<file path="config.mk">
export PLATFORM = sky130hd
export DESIGN_NAME = image_write_sequencer_flat
export DESIGN_NICKNAME = d
export VERILOG_FILES = /design/src/rtl/image_write_sequencer_pkg.sv /design/src/rtl/image_write_sequencer_if.sv /design/src/rtl/image_write_sequencer_raster_counter.sv /design/src/rtl/image_write_sequencer.sv /design/src/flat_wrapper.sv
export SDC_FILE = /design/constraint.sdc
export NUM_CORES = 1
export LEC_CHECK = 0
export CAP_MARGIN = 15
export CORE_MARGIN = 1.5
export CORE_UTILIZATION = 47
export CTS_CLUSTER_DIAMETER = 60
export DETAILED_ROUTE_END_ITERATION = 10
export PLACE_DENSITY_LB_ADDON = 0.1
export SLEW_MARGIN = 20
export SYNTH_ARGS = -nofsm -noshare
export SYNTH_HDL_FRONTEND = slang
export SYNTH_SLANG_ARGS = --single-unit
</file>
<file path="constraint.sdc">
create_clock -name HCLK -period 3.9 [get_ports HCLK]
set_input_delay 0.39 -clock HCLK [delete_from_list [all_inputs] [get_ports HCLK]]
set_output_delay 0.39 -clock HCLK [all_outputs]
set_load 0.01 [all_outputs]
</file>
<file path="src/rtl/image_write_sequencer_pkg.sv">
// Shared types and constants for the image write sequencer.
// Overlay colour constants are used only when IMAGE_WRITE_SEQ_OVERLAY_EN is defined.
package image_write_seq_pkg;

    typedef enum logic [1:0] {
        ST_IDLE      = 2'd0,
        ST_RUN       = 2'd1,
        ST_WAIT_DONE = 2'd2,
        ST_DONE      = 2'd3
    } seq_state_t;

    // Overlay colour per channel: 1 = channel saturated, 0 = channel zero.
    // These are replicated to the channel width, which keeps them width-agnostic.
    localparam bit OVL_R_SAT = 1'b1;
    localparam bit OVL_G_SAT = 1'b0;
    localparam bit OVL_B_SAT = 1'b0;

endpackage

</file>
<file path="src/rtl/image_write_sequencer_if.sv">
// Pixel stream, writer bus, control and overlay-box signals for the sequencer.
// master = sequencer side, slave = pipeline/writer/host side.
interface image_write_sequencer_if #(
    parameter int BITS_FOR_INDEX = 10,
    parameter int sizeOfWidth    = 8
);
    logic                      start;
    logic                      abort;
    logic                      in_valid;
    logic [sizeOfWidth-1:0]    in_r;
    logic [sizeOfWidth-1:0]    in_g;
    logic [sizeOfWidth-1:0]    in_b;
    logic                      in_ready;
    logic [BITS_FOR_INDEX-1:0] box_row0;
    logic [BITS_FOR_INDEX-1:0] box_row1;
    logic [BITS_FOR_INDEX-1:0] box_col0;
    logic [BITS_FOR_INDEX-1:0] box_col1;
    logic                      box_valid;
    logic [BITS_FOR_INDEX-1:0] rowIndex;
    logic [BITS_FOR_INDEX-1:0] colIndex;
    logic                      writeBackImage;
    logic [sizeOfWidth-1:0]    DATA_WRITE_R0;
    logic [sizeOfWidth-1:0]    DATA_WRITE_G0;
    logic [sizeOfWidth-1:0]    DATA_WRITE_B0;
    logic                      Write_Done;
    logic                      busy;
    logic                      frame_done;

    modport master (
        input  start, abort, in_valid, in_r, in_g, in_b,
        input  box_row0, box_row1, box_col0, box_col1, box_valid,
        input  Write_Done,
        output in_ready, rowIndex, colIndex, writeBackImage,
        output DATA_WRITE_R0, DATA_WRITE_G0, DATA_WRITE_B0,
        output busy, frame_done
    );

    modport slave (
        output start, abort, in_valid, in_r, in_g, in_b,
        output box_row0, box_row1, box_col0, box_col1, box_valid,
        output Write_Done,
        input  in_ready, rowIndex, colIndex, writeBackImage,
        input  DATA_WRITE_R0, DATA_WRITE_G0, DATA_WRITE_B0,
        input  busy, frame_done
    );
endinterface

</file>
<file path="src/rtl/image_write_sequencer_raster_counter.sv">
// Raster row/col counter: holds the address of the next pixel to be accepted.
module raster_counter #(
    parameter int WIDTH          = 768,
    parameter int HEIGHT         = 512,
    parameter int BITS_FOR_INDEX = 10
) (
    input  logic                      i_clk,
    input  logic                      i_rst_n,
    input  logic                      i_clear,
    input  logic                      i_inc,
    output logic [BITS_FOR_INDEX-1:0] o_row,
    output logic [BITS_FOR_INDEX-1:0] o_col,
    output logic                      o_last
);
    localparam logic [BITS_FOR_INDEX-1:0] COL_LAST = BITS_FOR_INDEX'(WIDTH - 1);
    localparam logic [BITS_FOR_INDEX-1:0] ROW_LAST = BITS_FOR_INDEX'(HEIGHT - 1);
    localparam logic [BITS_FOR_INDEX-1:0] ONE      = BITS_FOR_INDEX'(1);

    logic [BITS_FOR_INDEX-1:0] r_row;
    logic [BITS_FOR_INDEX-1:0] r_col;

    // Advance column, wrapping into the next row at the right edge.
    always_ff @(posedge i_clk or negedge i_rst_n) begin
        if (!i_rst_n) begin
            r_row <= '0;
            r_col <= '0;
        end else if (i_clear) begin
            r_row <= '0;
            r_col <= '0;
        end else if (i_inc) begin
            if (r_col == COL_LAST) begin
                r_col <= '0;
                r_row <= (r_row == ROW_LAST) ? '0 : r_row + ONE;
            end else begin
                r_col <= r_col + ONE;
            end
        end
    end

    assign o_row  = r_row;
    assign o_col  = r_col;
    assign o_last = (r_row == ROW_LAST) && (r_col == COL_LAST);
endmodule

</file>
<file path="src/rtl/image_write_sequencer.sv">
// Raster-order write sequencer between the pixel pipeline and the BMP writer.
// Optional bounding-box overlay: define IMAGE_WRITE_SEQ_OVERLAY_EN.
//
// state        | meaning
// -------------+----------------------------------------------------
// ST_IDLE      | waiting for start, in_ready low
// ST_RUN       | accepting pixels in raster order
// ST_WAIT_DONE | last pixel accepted, waiting for writer Write_Done
// ST_DONE      | one cycle, frame_done high
module image_write_sequencer
    import image_write_seq_pkg::*;
#(
    parameter int WIDTH          = 768,
    parameter int HEIGHT         = 512,
    parameter int BITS_FOR_INDEX = 10,
    parameter int sizeOfWidth    = 8
) (
    input  logic                    HCLK,
    input  logic                    HRESETn,
    image_write_sequencer_if.master bus
);
    seq_state_t                r_state;
    logic                      r_in_ready;
    logic                      r_busy;
    logic                      r_frame_done;
    logic                      r_wstrobe;
    logic [BITS_FOR_INDEX-1:0] r_row_idx;
    logic [BITS_FOR_INDEX-1:0] r_col_idx;
    logic [sizeOfWidth-1:0]    r_data_r;
    logic [sizeOfWidth-1:0]    r_data_g;
    logic [sizeOfWidth-1:0]    r_data_b;

    logic                      w_start;
    logic                      w_accept;
    logic [BITS_FOR_INDEX-1:0] w_row;
    logic [BITS_FOR_INDEX-1:0] w_col;
    logic                      w_last;
    logic [sizeOfWidth-1:0]    w_pix_r;
    logic [sizeOfWidth-1:0]    w_pix_g;
    logic [sizeOfWidth-1:0]    w_pix_b;

    // abort beats a same-cycle accept, so an aborted pixel is never written
    assign w_start  = (r_state == ST_IDLE) && bus.start;
    assign w_accept = (r_state == ST_RUN) && bus.in_valid && !bus.abort;

    raster_counter #(
        .WIDTH          (WIDTH),
        .HEIGHT         (HEIGHT),
        .BITS_FOR_INDEX (BITS_FOR_INDEX)
    ) u_raster (
        .i_clk   (HCLK),
        .i_rst_n (HRESETn),
        .i_clear (w_start),
        .i_inc   (w_accept),
        .o_row   (w_row),
        .o_col   (w_col),
        .o_last  (w_last)
    );

`ifdef IMAGE_WRITE_SEQ_OVERLAY_EN
    logic                      r_box_en;
    logic [BITS_FOR_INDEX-1:0] r_box_r0;
    logic [BITS_FOR_INDEX-1:0] r_box_r1;
    logic [BITS_FOR_INDEX-1:0] r_box_c0;
    logic [BITS_FOR_INDEX-1:0] r_box_c1;
    logic                      w_on_row;
    logic                      w_on_col;
    logic                      w_border;

    // Latch the box at frame start; a start without box_valid disables overlay.
    always_ff @(posedge HCLK or negedge HRESETn) begin
        if (!HRESETn) begin
            r_box_en <= 1'b0;
            r_box_r0 <= '0;
            r_box_r1 <= '0;
            r_box_c0 <= '0;
            r_box_c1 <= '0;
        end else if (w_start) begin
            r_box_en <= bus.box_valid;
            if (bus.box_valid) begin
                r_box_r0 <= bus.box_row0;
                r_box_r1 <= bus.box_row1;
                r_box_c0 <= bus.box_col0;
                r_box_c1 <= bus.box_col1;
            end
        end
    end

    assign w_on_row = ((w_row == r_box_r0) || (w_row == r_box_r1)) &&
                      (w_col >= r_box_c0) && (w_col <= r_box_c1);
    assign w_on_col = ((w_col == r_box_c0) || (w_col == r_box_c1)) &&
                      (w_row >= r_box_r0) && (w_row <= r_box_r1);
    assign w_border = r_box_en && (w_on_row || w_on_col);

    assign w_pix_r = w_border ? {sizeOfWidth{OVL_R_SAT}} : bus.in_r;
    assign w_pix_g = w_border ? {sizeOfWidth{OVL_G_SAT}} : bus.in_g;
    assign w_pix_b = w_border ? {sizeOfWidth{OVL_B_SAT}} : bus.in_b;
`else
    assign w_pix_r = bus.in_r;
    assign w_pix_g = bus.in_g;
    assign w_pix_b = bus.in_b;
`endif

    // Sequencer FSM with registered handshake, writer and status outputs.
    always_ff @(posedge HCLK or negedge HRESETn) begin
        if (!HRESETn) begin
            r_state      <= ST_IDLE;
            r_in_ready   <= 1'b0;
            r_busy       <= 1'b0;
            r_frame_done <= 1'b0;
            r_wstrobe    <= 1'b0;
            r_row_idx    <= '0;
            r_col_idx    <= '0;
            r_data_r     <= '0;
            r_data_g     <= '0;
            r_data_b     <= '0;
        end else begin
            r_wstrobe    <= 1'b0;
            r_frame_done <= 1'b0;
            if (w_accept) begin
                r_wstrobe <= 1'b1;
                r_row_idx <= w_row;
                r_col_idx <= w_col;
                r_data_r  <= w_pix_r;
                r_data_g  <= w_pix_g;
                r_data_b  <= w_pix_b;
            end
            case (r_state)
                ST_IDLE: begin
                    if (bus.start) begin
                        r_state    <= ST_RUN;
                        r_in_ready <= 1'b1;
                        r_busy     <= 1'b1;
                    end
                end
                ST_RUN: begin
                    if (bus.abort) begin
                        r_state    <= ST_IDLE;
                        r_in_ready <= 1'b0;
                        r_busy     <= 1'b0;
                    end else if (w_accept && w_last) begin
                        r_state    <= ST_WAIT_DONE;
                        r_in_ready <= 1'b0;
                    end
                end
                ST_WAIT_DONE: begin
                    if (bus.abort) begin
                        r_state <= ST_IDLE;
                        r_busy  <= 1'b0;
                    end else if (bus.Write_Done) begin
                        r_state      <= ST_DONE;
                        r_busy       <= 1'b0;
                        r_frame_done <= 1'b1;
                    end
                end
                ST_DONE: begin
                    r_state <= ST_IDLE;
                end
                default: begin
                    r_state    <= ST_IDLE;
                    r_in_ready <= 1'b0;
                    r_busy     <= 1'b0;
                end
            endcase
        end
    end

    assign bus.in_ready       = r_in_ready;
    assign bus.busy           = r_busy;
    assign bus.frame_done     = r_frame_done;
    assign bus.writeBackImage = r_wstrobe;
    assign bus.rowIndex       = r_row_idx;
    assign bus.colIndex       = r_col_idx;
    assign bus.DATA_WRITE_R0  = r_data_r;
    assign bus.DATA_WRITE_G0  = r_data_g;
    assign bus.DATA_WRITE_B0  = r_data_b;
endmodule

</file>
<file path="src/flat_wrapper.sv">
// flat-port wrapper written by rule: the top's interface ports become plain ports
module image_write_sequencer_flat import image_write_seq_pkg::*;
#(
    parameter int WIDTH          = 768,
    parameter int HEIGHT         = 512,
    parameter int BITS_FOR_INDEX = 10,
    parameter int sizeOfWidth    = 8
)
  (HCLK, HRESETn, bus_start, bus_abort, bus_in_valid, bus_in_r, bus_in_g, bus_in_b, bus_box_row0, bus_box_row1, bus_box_col0, bus_box_col1, bus_box_valid, bus_Write_Done, bus_in_ready, bus_rowIndex, bus_colIndex, bus_writeBackImage, bus_DATA_WRITE_R0, bus_DATA_WRITE_G0, bus_DATA_WRITE_B0, bus_busy, bus_frame_done);
  image_write_sequencer_if #(.BITS_FOR_INDEX(BITS_FOR_INDEX), .sizeOfWidth(sizeOfWidth)) bus_i ();
  input  logic HCLK;
  input  logic HRESETn;
  input wire logic [$bits(bus_i.start)-1:0] bus_start;
  input wire logic [$bits(bus_i.abort)-1:0] bus_abort;
  input wire logic [$bits(bus_i.in_valid)-1:0] bus_in_valid;
  input wire logic [$bits(bus_i.in_r)-1:0] bus_in_r;
  input wire logic [$bits(bus_i.in_g)-1:0] bus_in_g;
  input wire logic [$bits(bus_i.in_b)-1:0] bus_in_b;
  input wire logic [$bits(bus_i.box_row0)-1:0] bus_box_row0;
  input wire logic [$bits(bus_i.box_row1)-1:0] bus_box_row1;
  input wire logic [$bits(bus_i.box_col0)-1:0] bus_box_col0;
  input wire logic [$bits(bus_i.box_col1)-1:0] bus_box_col1;
  input wire logic [$bits(bus_i.box_valid)-1:0] bus_box_valid;
  input wire logic [$bits(bus_i.Write_Done)-1:0] bus_Write_Done;
  output wire logic [$bits(bus_i.in_ready)-1:0] bus_in_ready;
  output wire logic [$bits(bus_i.rowIndex)-1:0] bus_rowIndex;
  output wire logic [$bits(bus_i.colIndex)-1:0] bus_colIndex;
  output wire logic [$bits(bus_i.writeBackImage)-1:0] bus_writeBackImage;
  output wire logic [$bits(bus_i.DATA_WRITE_R0)-1:0] bus_DATA_WRITE_R0;
  output wire logic [$bits(bus_i.DATA_WRITE_G0)-1:0] bus_DATA_WRITE_G0;
  output wire logic [$bits(bus_i.DATA_WRITE_B0)-1:0] bus_DATA_WRITE_B0;
  output wire logic [$bits(bus_i.busy)-1:0] bus_busy;
  output wire logic [$bits(bus_i.frame_done)-1:0] bus_frame_done;
  assign bus_i.start = bus_start;
  assign bus_i.abort = bus_abort;
  assign bus_i.in_valid = bus_in_valid;
  assign bus_i.in_r = bus_in_r;
  assign bus_i.in_g = bus_in_g;
  assign bus_i.in_b = bus_in_b;
  assign bus_i.box_row0 = bus_box_row0;
  assign bus_i.box_row1 = bus_box_row1;
  assign bus_i.box_col0 = bus_box_col0;
  assign bus_i.box_col1 = bus_box_col1;
  assign bus_i.box_valid = bus_box_valid;
  assign bus_i.Write_Done = bus_Write_Done;
  assign bus_in_ready = bus_i.in_ready;
  assign bus_rowIndex = bus_i.rowIndex;
  assign bus_colIndex = bus_i.colIndex;
  assign bus_writeBackImage = bus_i.writeBackImage;
  assign bus_DATA_WRITE_R0 = bus_i.DATA_WRITE_R0;
  assign bus_DATA_WRITE_G0 = bus_i.DATA_WRITE_G0;
  assign bus_DATA_WRITE_B0 = bus_i.DATA_WRITE_B0;
  assign bus_busy = bus_i.busy;
  assign bus_frame_done = bus_i.frame_done;
  image_write_sequencer #(.WIDTH(WIDTH), .HEIGHT(HEIGHT), .BITS_FOR_INDEX(BITS_FOR_INDEX), .sizeOfWidth(sizeOfWidth)) u_core (.HCLK(HCLK), .HRESETn(HRESETn), .bus(bus_i));
endmodule
</file>
Yosys cells after proc, flatten, opt, wreduce, memory -nomap -nowiden
Index checks and enable logic that the tools add are counted.
{"block": "totals", "ff_bits": 70, "inputBits": 71, "output_inout_bits": 48}
{"block": "classes", "n_addsub": 2, "eq_ne": 9, "n_mux": 25, "n_reduce_logical": 15}
{"op": "10-bit 2-to-1 mux", "count": 7}
{"op": "10-bit by 1-bit adder with 10-bit output (second input constant)", "count": 2}
{"op": "10-bit equality test (second input constant)", "count": 1}
{"op": "10-bit by 9-bit equality test with 1-bit output (second input constant)", "count": 1}
{"op": "1-bit 2-to-1 mux", "count": 10}
{"op": "2-bit 2-to-1 mux", "count": 5}
{"op": "2-bit case mux with 4 select lines", "count": 1}
{"op": "3-bit inequality test (second input constant)", "count": 2}
{"op": "3-bit AND reduction", "count": 2}
{"op": "2-bit nonzero test", "count": 3}
{"op": "1-bit logical AND", "count": 5}
{"op": "2-bit equality test (second input constant)", "count": 2}
{"op": "2-bit inequality test (second input constant)", "count": 2}
{"op": "4-bit AND reduction", "count": 1}
{"op": "1-bit case mux with 3 select lines", "count": 1}
{"op": "3-bit nonzero test", "count": 1}
{"op": "2-bit by 1-bit equality test with 1-bit output (second input constant)", "count": 1}
{"op": "2-bit zero test", "count": 1}
{"op": "1-bit case mux with 2 select lines", "count": 1}
{"op": "2-bit AND reduction", "count": 1}
{"op": "1-bit zero test", "count": 1}

Depth between registers and ports, before layout
Gate-level depths: netlist (run 1).
{"block": "depth", "ltp_word": 7, "ltp_mapped": 8, "depth_no_buf": 8}

Modules after synthesis
A second synthesis (run 1) with hierarchy kept.
{"block": "unflattened", "cells_unflattened": 246, "hier_area_um2": 3286.9}
{"mod": "image_write_sequencer", "n_inst": 1, "cells_per_inst": 127, "area_each_um2": 2152.1, "seq_area_each_um2": 1251.2}
{"mod": "raster_counter", "n_inst": 1, "cells_per_inst": 119, "area_each_um2": 1134.8, "seq_area_each_um2": 500.5}

Least setup slack after synthesis (run 1)
Ideal clock, no wire load.
{"block": "synth_timing", "path_type": "reg-to-reg", "startpoint": "register u_core.u_raster.r_col[0], in the netlist u_core.u_raster.o_col[0]", "endpoint": "register u_core.r_state[0]", "arrival_ns": 1.736, "setup_slack_ns": 2.038, "stages_incl_launch_ff": 6, "path_buffers": 0, "cell_sequence": "dfrtp_1 ha_1 nand4b_1 or3_4 o31a_1 o32a_1"}
{"block": "synth_between", "elab_chain_len": 5}
{"element": "start: declaration", "line": "image_write_sequencer_raster_counter.sv:20", "rtl": "logic [BITS_FOR_INDEX-1:0] r_col;"}
{"element": "start signal: assignment", "line": "image_write_sequencer_raster_counter.sv:35", "rtl": "r_col <= r_col + ONE;"}
{"element": "10-bit equality test", "line": "image_write_sequencer_raster_counter.sv:42", "rtl": "assign o_last = (r_row == ROW_LAST) && (r_col == COL_LAST);"}
{"element": "1-bit logical AND", "line": "image_write_sequencer_raster_counter.sv:42"}
{"element": "1-bit logical AND", "line": "image_write_sequencer.sv:141", "rtl": "end else if (w_accept && w_last) begin"}
{"element": "3-bit inequality test (no line)"}
{"element": "3-bit AND reduction (no line)"}
{"element": "end signal: assignment", "line": "image_write_sequencer.sv:138", "rtl": "r_state <= ST_IDLE;"}
{"element": "end signal: assignment", "line": "image_write_sequencer.sv:142", "rtl": "r_state <= ST_WAIT_DONE;"}
{"element": "end signal: assignment", "line": "image_write_sequencer.sv:148", "rtl": "r_state <= ST_IDLE;"}
{"element": "end: declaration", "line": "image_write_sequencer.sv:22", "rtl": "seq_state_t r_state;"}
No other way between the ends.
A chain may end at the register's enable or synchronous reset.

Worst setup path after layout (run 1)
{"block": "layout_timing", "startpoint": "register u_core.r_state[1]", "endpoint": "register u_core.u_raster.r_col[8], in the netlist u_core.u_raster.o_col[8]"}
{"block": "layout_between", "elab_chain_len": 4, "elab_cells_between_ends": 7}
{"element": "start signal: assignment", "line": "image_write_sequencer.sv:107", "rtl": "r_state <= ST_IDLE;"}
{"element": "start signal: assignment", "line": "image_write_sequencer.sv:131", "rtl": "r_state <= ST_RUN;"}
{"element": "start signal: assignment", "line": "image_write_sequencer.sv:138"}
{"element": "2-bit by 1-bit equality test with 1-bit output", "line": "image_write_sequencer.sv:44", "rtl": "assign w_accept = (r_state == ST_RUN) && bus.in_valid && !bus.abort;"}
{"element": "1-bit logical AND (2 in series)", "line": "image_write_sequencer.sv:44"}
{"element": "2-bit nonzero test (no line)"}
Several ways; a longest one is shown, not always the timed one.

==> results.sh, run 1 <==
export IMPL_vdd_ir_drop_max_uv=363
export IMPL_routabilityCongestion=0.792
export IMPL_clkTransAtPathRegs_ps=70
export IMPL_relSlewSlack_pct=40.5
export IMPL_first_pass_iters=4
export IMPL_drtIter0Drc=167
export IMPL_ant_nets=0
export IMPL_leakagePower_uw=0.00198
export IMPL_cts_root_buf="clkbuf_8"
export IMPL_start_util_pct=49.7
export IMPL_max_freq_mhz=412
export IMPL_n_antenna_cell=0
export IMPL_yosysMostFrequentCell="nand2_1"
export IMPL_cts_sinks=70
export IMPL_drc=0
export IMPL_rsz0062_at_grt="false"
export IMPL_die_w_um=83.1
export IMPL_dpl_hpwl_mm=4.30
export IMPL_grt_pass1_vias=2480
export IMPL_postCtsHoldBufs=0
export IMPL_syn_instance_count=328
export IMPL_cts_made_buffers=9
export IMPL_syn_num_nets=405
export IMPL_finalHoldViolCount=0
export IMPL_antenna_found_initial=0
export IMPL_post_route_min_period_ps=2430
export IMPL_drv_cap=0
export IMPL_yosysTopAreaCell="dfrtp_1"
export IMPL_viasPerCell=5.00
export IMPL_max_stage_delay_ps=440
export IMPL_fillers=502
export IMPL_rows=28
export IMPL_crit_chain="inv_1 > ha_1 > nand3b_1 > inv_1 > buf_4 > o211ai_1 > nor3_1 > xnor2_1 > nor2_1"
export IMPL_finalSetupViolCount=0
export IMPL_yosys_most_used_dff="dfrtp_1"
export IMPL_cts_setup_buffers=0
export IMPL_wl_met2_mm=2.89
export IMPL_ys_top_cells_by_count="nand2_1 (150), dfrtp_1 (70), nor2_1 (17)"
export IMPL_hold_class="input port to asynchronous set/reset pin"
export IMPL_wl_met1_mm=2.96
export IMPL_tns_ps=0
export IMPL_grt_pass1_wl_mm=11.1
export IMPL_synth_top_area_share_pct=58.1
export IMPL_grt_usage_pct=19.8
export IMPL_insertion_delay_ps=340
export IMPL_critPathKind="register to register"
export IMPL_cp_data_arrival_time_ps=2620
export IMPL_synth_edf_count=0
export IMPL_synthArstFlopShare_pct=100
export IMPL_drive_gt1_share_pct=6.55
export IMPL_ys_ff_latch=70
export IMPL_drt_total_wl_mm=6.23
export IMPL_nets=485
export IMPL_vias=2436
export IMPL_routed_top_layer="met4"
export IMPL_yosysSeqAreaShare_pct=58.1
export IMPL_cpMaxStageDelayCell="buf_4"
export IMPL_core_mm2=0.00606
export IMPL_grt_max_degree=50
export IMPL_postLayoutCoreUtil_pct=67.2
export IMPL_area_growth_pct=35.3
export IMPL_dieArea_mm2=0.00690
export IMPL_ios=119
export IMPL_wl_per_cell_um=12.8
export IMPL_syn_cell_area_mm2=0.00301
export IMPL_yosys_warnings=0
export IMPL_synth_area_leaders="dfrtp_1 (58%), nand2_1 (19%), ha_1 (2.5%)"
export IMPL_cts_tree="built"
export IMPL_finalCritPeriodShare_pct=62.3
export IMPL_path_max_fanout=49
export IMPL_status="finished clean"
export IMPL_die_h_um=83.1
export IMPL_overflow=0
export IMPL_worst_slew_pin_slew_ps=893
export IMPL_h_tree_depth=3
export IMPL_cts_resized=0
export IMPL_endpoint_kind="register"
export IMPL_cp_common_cell="inv_1"
export IMPL_p_per_area_mw_per_mm2=599
export IMPL_cts_max_path_buffers=2
export IMPL_dr_wl_met3_um=270
export IMPL_placed_area_mm2=0.00385
export IMPL_yosysUniqueCellTypes=40
export IMPL_finClkSkew_ps=6.69
export IMPL_avgSynthCellArea_um2=9.19
export IMPL_worstPathRequired_ps=4100
export IMPL_portBuffers=77
export IMPL_cp_start_kind="register"
export IMPL_design_area_mm2=0.00408
export IMPL_finalMaxSlewViolations=0
[per-stage QoR]
| step | std cells | total power (µW) | worst slack (ps) | hold slack, ps |
|---|---|---|---|---|
| 6_report | 487 | 2440 | 1470 | 170 |
| 5_1_grt | 487 | 2610 | 1170 | 252 |
| 4_1_cts | 487 | 2470 | 1410 | 193 |
| 3_5_place_dp | 472 | 1820 | 1180 | 461 |
| 3_3_place_gp | 472 | 1790 | 1190 | 457 |
| 2_1_floorplan | 328 | 1390 | 2040 | 94.4 |
[metal layers]
layer / vias up / global-route usage, %
met3: 11 / 4.27
met1: 1149 / 25.7
met5: - / 0
li1: 1221 / -
met4: 0 / 8.79
met2: 55 / 32.2
[placed cells by master, fill, tap and decap left out, types with 4 or more instances in the layout]
cell type | synthesis | routed
clkdlybuf4s50_1 | 0 | 76
ha_1 | 6 | 6
nand3_1 | 6 | 6
nor2_1 | 17 | 17
xor2_1 | 7 | 7
o21ai_0 | 8 | 8
clkbuf_8 | 0 | 11
inv_1 | 4 | 4
nor3_1 | 4 | 4
nand2_1 | 150 | 150
dfrtp_1 | 70 | 70
a21oi_1 | 7 | 7
[power by group]
| part | internal (µW) | total (µW) | switching, µW | leakage [µW] |
|---|---|---|---|---|
| Clock | 389 | 648 | 259 | 0.000115 |
| Sequential | 895 | 984 | 88.6 | 0.000932 |
| Combinational | 413 | 810 | 397 | 0.000937 |
| Total | 1700 | 2440 | 744 | 0.00198 |
[area by class of cell]
| class | instances | area [µm²] | area share [%] |
|---|---|---|---|
| sequential | 70 | 1750 | 43.0 |
| multi-input combinational | 243 | 1200 | 29.6 |
| timing repair buffer | 80 | 788 | 19.3 |
| clock buffer | 11 | 151 | 3.72 |
| tap | 75 | 93.8 | 2.30 |
| clock inverter | 4 | 70.1 | 1.72 |
| inverter | 4 | 15.0 | 0.368 |
[worst paths after layout]
check                      slack, ps  depth (start not counted)                     endpoint              startpoint
max                             1470                          9     u_core.u_raster.o_col[8]       u_core.r_state[1]
max in group asynchronous       2820                          2  u_core.bus.DATA_WRITE_G0[7]                 HRESETn
min                              170                          1       u_core.bus.colIndex[4]                 HRESETn
max reg2reg                     1470                          9     u_core.u_raster.o_col[8]       u_core.r_state[1]
min in group HCLK                470                          2       u_core.bus.colIndex[1]  u_core.bus.colIndex[1]
min reg2reg                      470                          2       u_core.bus.colIndex[1]  u_core.bus.colIndex[1]
[cell families (layout without fill, tap and decap cells)]
logic type | after synthesis | count (layout) | share of synthesized area, %
buf+inv | 15 | 99 | 1.87
simple gates | 198 | 198 | 28.1
flops | 70 | 70 | 58.1
xor+xnor | 10 | 10 | 2.91
fa+ha+maj | 6 | 6 | 2.49
mux | 1 | 1 | 0.332
compound gates | 28 | 28 | 6.15
[state kept, by name, indices dropped and copies added (netlist names), 2 cells and up]
register,cells
u_core.bus.colIndex,10
u_core.bus.rowIndex,10
u_core.u_raster.o_col,10
u_core.u_raster.o_row,10
u_core.bus.DATA_WRITE_B0,8
u_core.bus.DATA_WRITE_G0,8
u_core.bus.DATA_WRITE_R0,8
u_core.r_state,2
[worst max-delay path, delay by kind of cell (launching register included)]
kind / cells / cell delay, ps
fa+ha+maj: 1 / 200
xor+xnor: 1 / 150
flops: 1 / 380
simple gates: 3 / 630
compound gates: 1 / 190
buf+inv: 3 / 740
(Power assumes the default switching activity.)
==> run 2, diff against run 1 <==
--- a/config.mk
+++ b/config.mk
@@ -7,7 +7,7 @@
 export LEC_CHECK = 0
 export CAP_MARGIN = 15
 export CORE_MARGIN = 1.5
-export CORE_UTILIZATION = 47
+export CORE_UTILIZATION = 43
 export CTS_CLUSTER_DIAMETER = 60
 export DETAILED_ROUTE_END_ITERATION = 10
 export PLACE_DENSITY_LB_ADDON = 0.1
==> constraint.sdc (replaced) <==
create_clock -name HCLK -period 2.4 [get_ports HCLK]
set_input_delay 0.24 -clock HCLK [delete_from_list [all_inputs] [get_ports HCLK]]
set_output_delay 0.24 -clock HCLK [all_outputs]
set_load 0.01 [all_outputs]
==> run 2 against run 1 <==
Sequential share of layout area decreased by 0.48 points. Non-clock buffer count increased by 5. Worst setup slack got worse by 1100 ps. Wire length increased by 1.0%. Via count increased by 1.8%. Cell count increased by 5.3%. Combinational power increased by 65%. Sequential power increased by 64%. Worst hold slack improved by 250 ps. Maximum frequency increased by 18%. Global-route usage decreased by 0.84 points.
==> results.sh, run 2 (synthesis gave the netlist of run 1 again) <==
export IMPL_status="finished clean"
export IMPL_max_stage_delay_ps=430
export IMPL_critPathKind="register to register"
export IMPL_cts_tree="built"
export IMPL_h_tree_depth=3
export IMPL_finalMaxSlewViolations=0
export IMPL_grt_pass1_vias=2432
export IMPL_ant_nets=0
export IMPL_first_pass_iters=4
export IMPL_clkTransAtPathRegs_ps=70
export IMPL_n_antenna_cell=0
export IMPL_power_frac_clock_pct=23.7
export IMPL_drive_gt1_share_pct=7.19
export IMPL_worstReg2RegEnd="u_core.r_state[1]"
export IMPL_drv_cap=0
export IMPL_wl_per_cell_um=12.3
export IMPL_path_max_fanout=5
export IMPL_rows=30
export IMPL_dieArea_mm2=0.00752
export IMPL_cts_sinks=70
export IMPL_grt_usage_pct=19.0
export IMPL_finalHoldViolCount=0
export IMPL_routabilityCongestion=0.774
export IMPL_cp_start_kind="register"
export IMPL_start_util_pct=44.3
export IMPL_cp_data_arrival_time_ps=2310
export IMPL_hold_ws_ps=424
export IMPL_fin_ws_ps=339
export IMPL_finalCritPeriodShare_pct=85.9
export IMPL_cts_max_path_buffers=2
export IMPL_final_common_cell="nand2_1"
export IMPL_nets=490
export IMPL_max_freq_mhz=485
export IMPL_viasPerCell=4.83
export IMPL_drt_total_wl_mm=6.29
export IMPL_cpMaxStageDelayCell="dfrtp_1"
export IMPL_hold_start="bus_in_b[1]"
export IMPL_p_per_area_mw_per_mm2=938
export IMPL_place_ws_ps=277
export IMPL_endpoint_kind="register"
export IMPL_r2r_setup_slack_ps=340
export IMPL_leakagePower_uw=0.00199
export IMPL_p_int_uw=2650
export IMPL_overflow=0
export IMPL_postLayoutCoreUtil_pct=60.7
export IMPL_area_growth_pct=36.8
export IMPL_portBuffers=77
export IMPL_rsz0062_at_grt="false"
export IMPL_dp_cells=497
export IMPL_cp_top_family="simple AND/OR/NAND/NOR gates"
export IMPL_post_route_min_period_ps=2060
export IMPL_cts_setup_buffers=0
export IMPL_whs_path_depth=3
export IMPL_ff2ff_path_depth=6
export IMPL_r2r_start="u_core.u_raster.o_col[0]"
export IMPL_vias=2479
export IMPL_hold_class="input port to register"
export IMPL_crit_chain="ha_1 > nand4b_1 > or3_4 > o31a_1 > nor2_2 > mux2i_1"
export IMPL_grt_pass1_wl_mm=11.1
export IMPL_drc=0
export IMPL_combPwrFrac_pct=34.7
export IMPL_ios=119
export IMPL_vdd_ir_drop_max_uv=436
export IMPL_power_frac_seq_pct=41.7
export IMPL_tns_ps=0
export IMPL_swShare_pct=31.4
export IMPL_grt_max_degree=71
export IMPL_finalSetupViolCount=0
export IMPL_finClkSkew_ps=7.79
export IMPL_min_to="u_core.bus.DATA_WRITE_B0[1]"
export IMPL_worstPathRequired_ps=2650
export IMPL_insertion_delay_ps=330
export IMPL_antenna_found_initial=0
export IMPL_cts_root_buf="clkbuf_8"
export IMPL_fin_cells=513
export IMPL_crit_buf_inv=0
export IMPL_drtIter0Drc=155
export IMPL_final_cell_mix="nand2_1 (150), clkdlybuf4s50_1 (76), dfrtp_1 (70), nor2_1 (17), clkbuf_8 (10)"
export IMPL_core_mm2=0.00679
export IMPL_dpl_hpwl_mm=4.26
export IMPL_switching_power_uw=1210
export IMPL_worst_slew_pin_slew_ps=543
export IMPL_cts_made_buffers=9
export IMPL_die_h_um=86.7
export IMPL_relSlewSlack_pct=63.8
export IMPL_die_w_um=86.7
-- run 2: cell types whose count changed in the layout (fill, tap and decap cells not counted) --
| cell | delta |
|---|---|
| clkinvlp_4 | +1 |
| clkbuf_8 | -1 |
| buf_12 | +1 |
| clkbuf_1 | +1 |
| bufinv_16 | -1 |
| buf_4 | +3 |
| dlygate4sd3_1 | +1 |
-- run 2: timing repair --
action / in CTS / in global routing
hold buffers: 1 / 0
resized for setup: 0 / 0
endpoints found under the hold margin: 70 / 0
-- run 2: power by group through the flow --
| stage | combinational [µW] | clock (µW) | sequential (µW) |
|---|---|---|---|
| global placement | 1330 | 0 | 1620 |
| global route | 1510 | 992 | 1640 |
| floorplan | 522 | 0 | 1740 |
| finish | 1340 | 915 | 1610 |
| CTS | 1360 | 943 | 1610 |
| detailed placement | 1360 | 0 | 1630 |
-- run 2: cell type report --
class	count	area (µm²)
Sequential cell	70	1750
Inverter	4	15.0
Fill cell	617	2670
Tap cell	96	120
Clock inverter	4	47.5
Clock buffer	11	141
Multi-Input combinational cell	243	1200
Timing Repair Buffer	85	841
-- run 2: worst min-delay path, stage by stage --
cell             delay [ps]
clkdlybuf4s50_1         400
nand2_1                  50
nand2_1                  40
-- run 2: layer usage --
metal	wire [µm]	vias up	share of wire (%)	global-route usage, %
li1	-	1231	-	-
met3	249	8	4.0	3.52
met4	98	0	1.6	8.80
met1	2840	1190	45	25.2
met5	0	-	0	0
met2	3100	50	49	30.3
-- run 2: through the flow --
stage          power (µW)  area [µm²]
2_1_floorplan        2260        3010
3_3_place_gp         2950        3920
3_5_place_dp         2990        3920
4_1_cts              3920        4120
5_1_grt              4150        4120
6_report             3860        4120
-- run 2: worst max path at each step --
stage	start	end	slack [ps]	depth (start not counted)
after global routing	u_core.u_raster.o_row[1]	u_core.r_state[1]	170	6
after CTS	u_core.u_raster.o_col[0]	u_core.r_state[1]	320	6
after floorplan	u_core.u_raster.o_col[0]	u_core.r_state[0]	540	5
final	u_core.u_raster.o_col[0]	u_core.r_state[1]	340	6
after global placement	bus_abort	u_core.u_raster.o_row[7]	270	5
after detailed placement	bus_abort	u_core.u_raster.o_row[7]	280	6
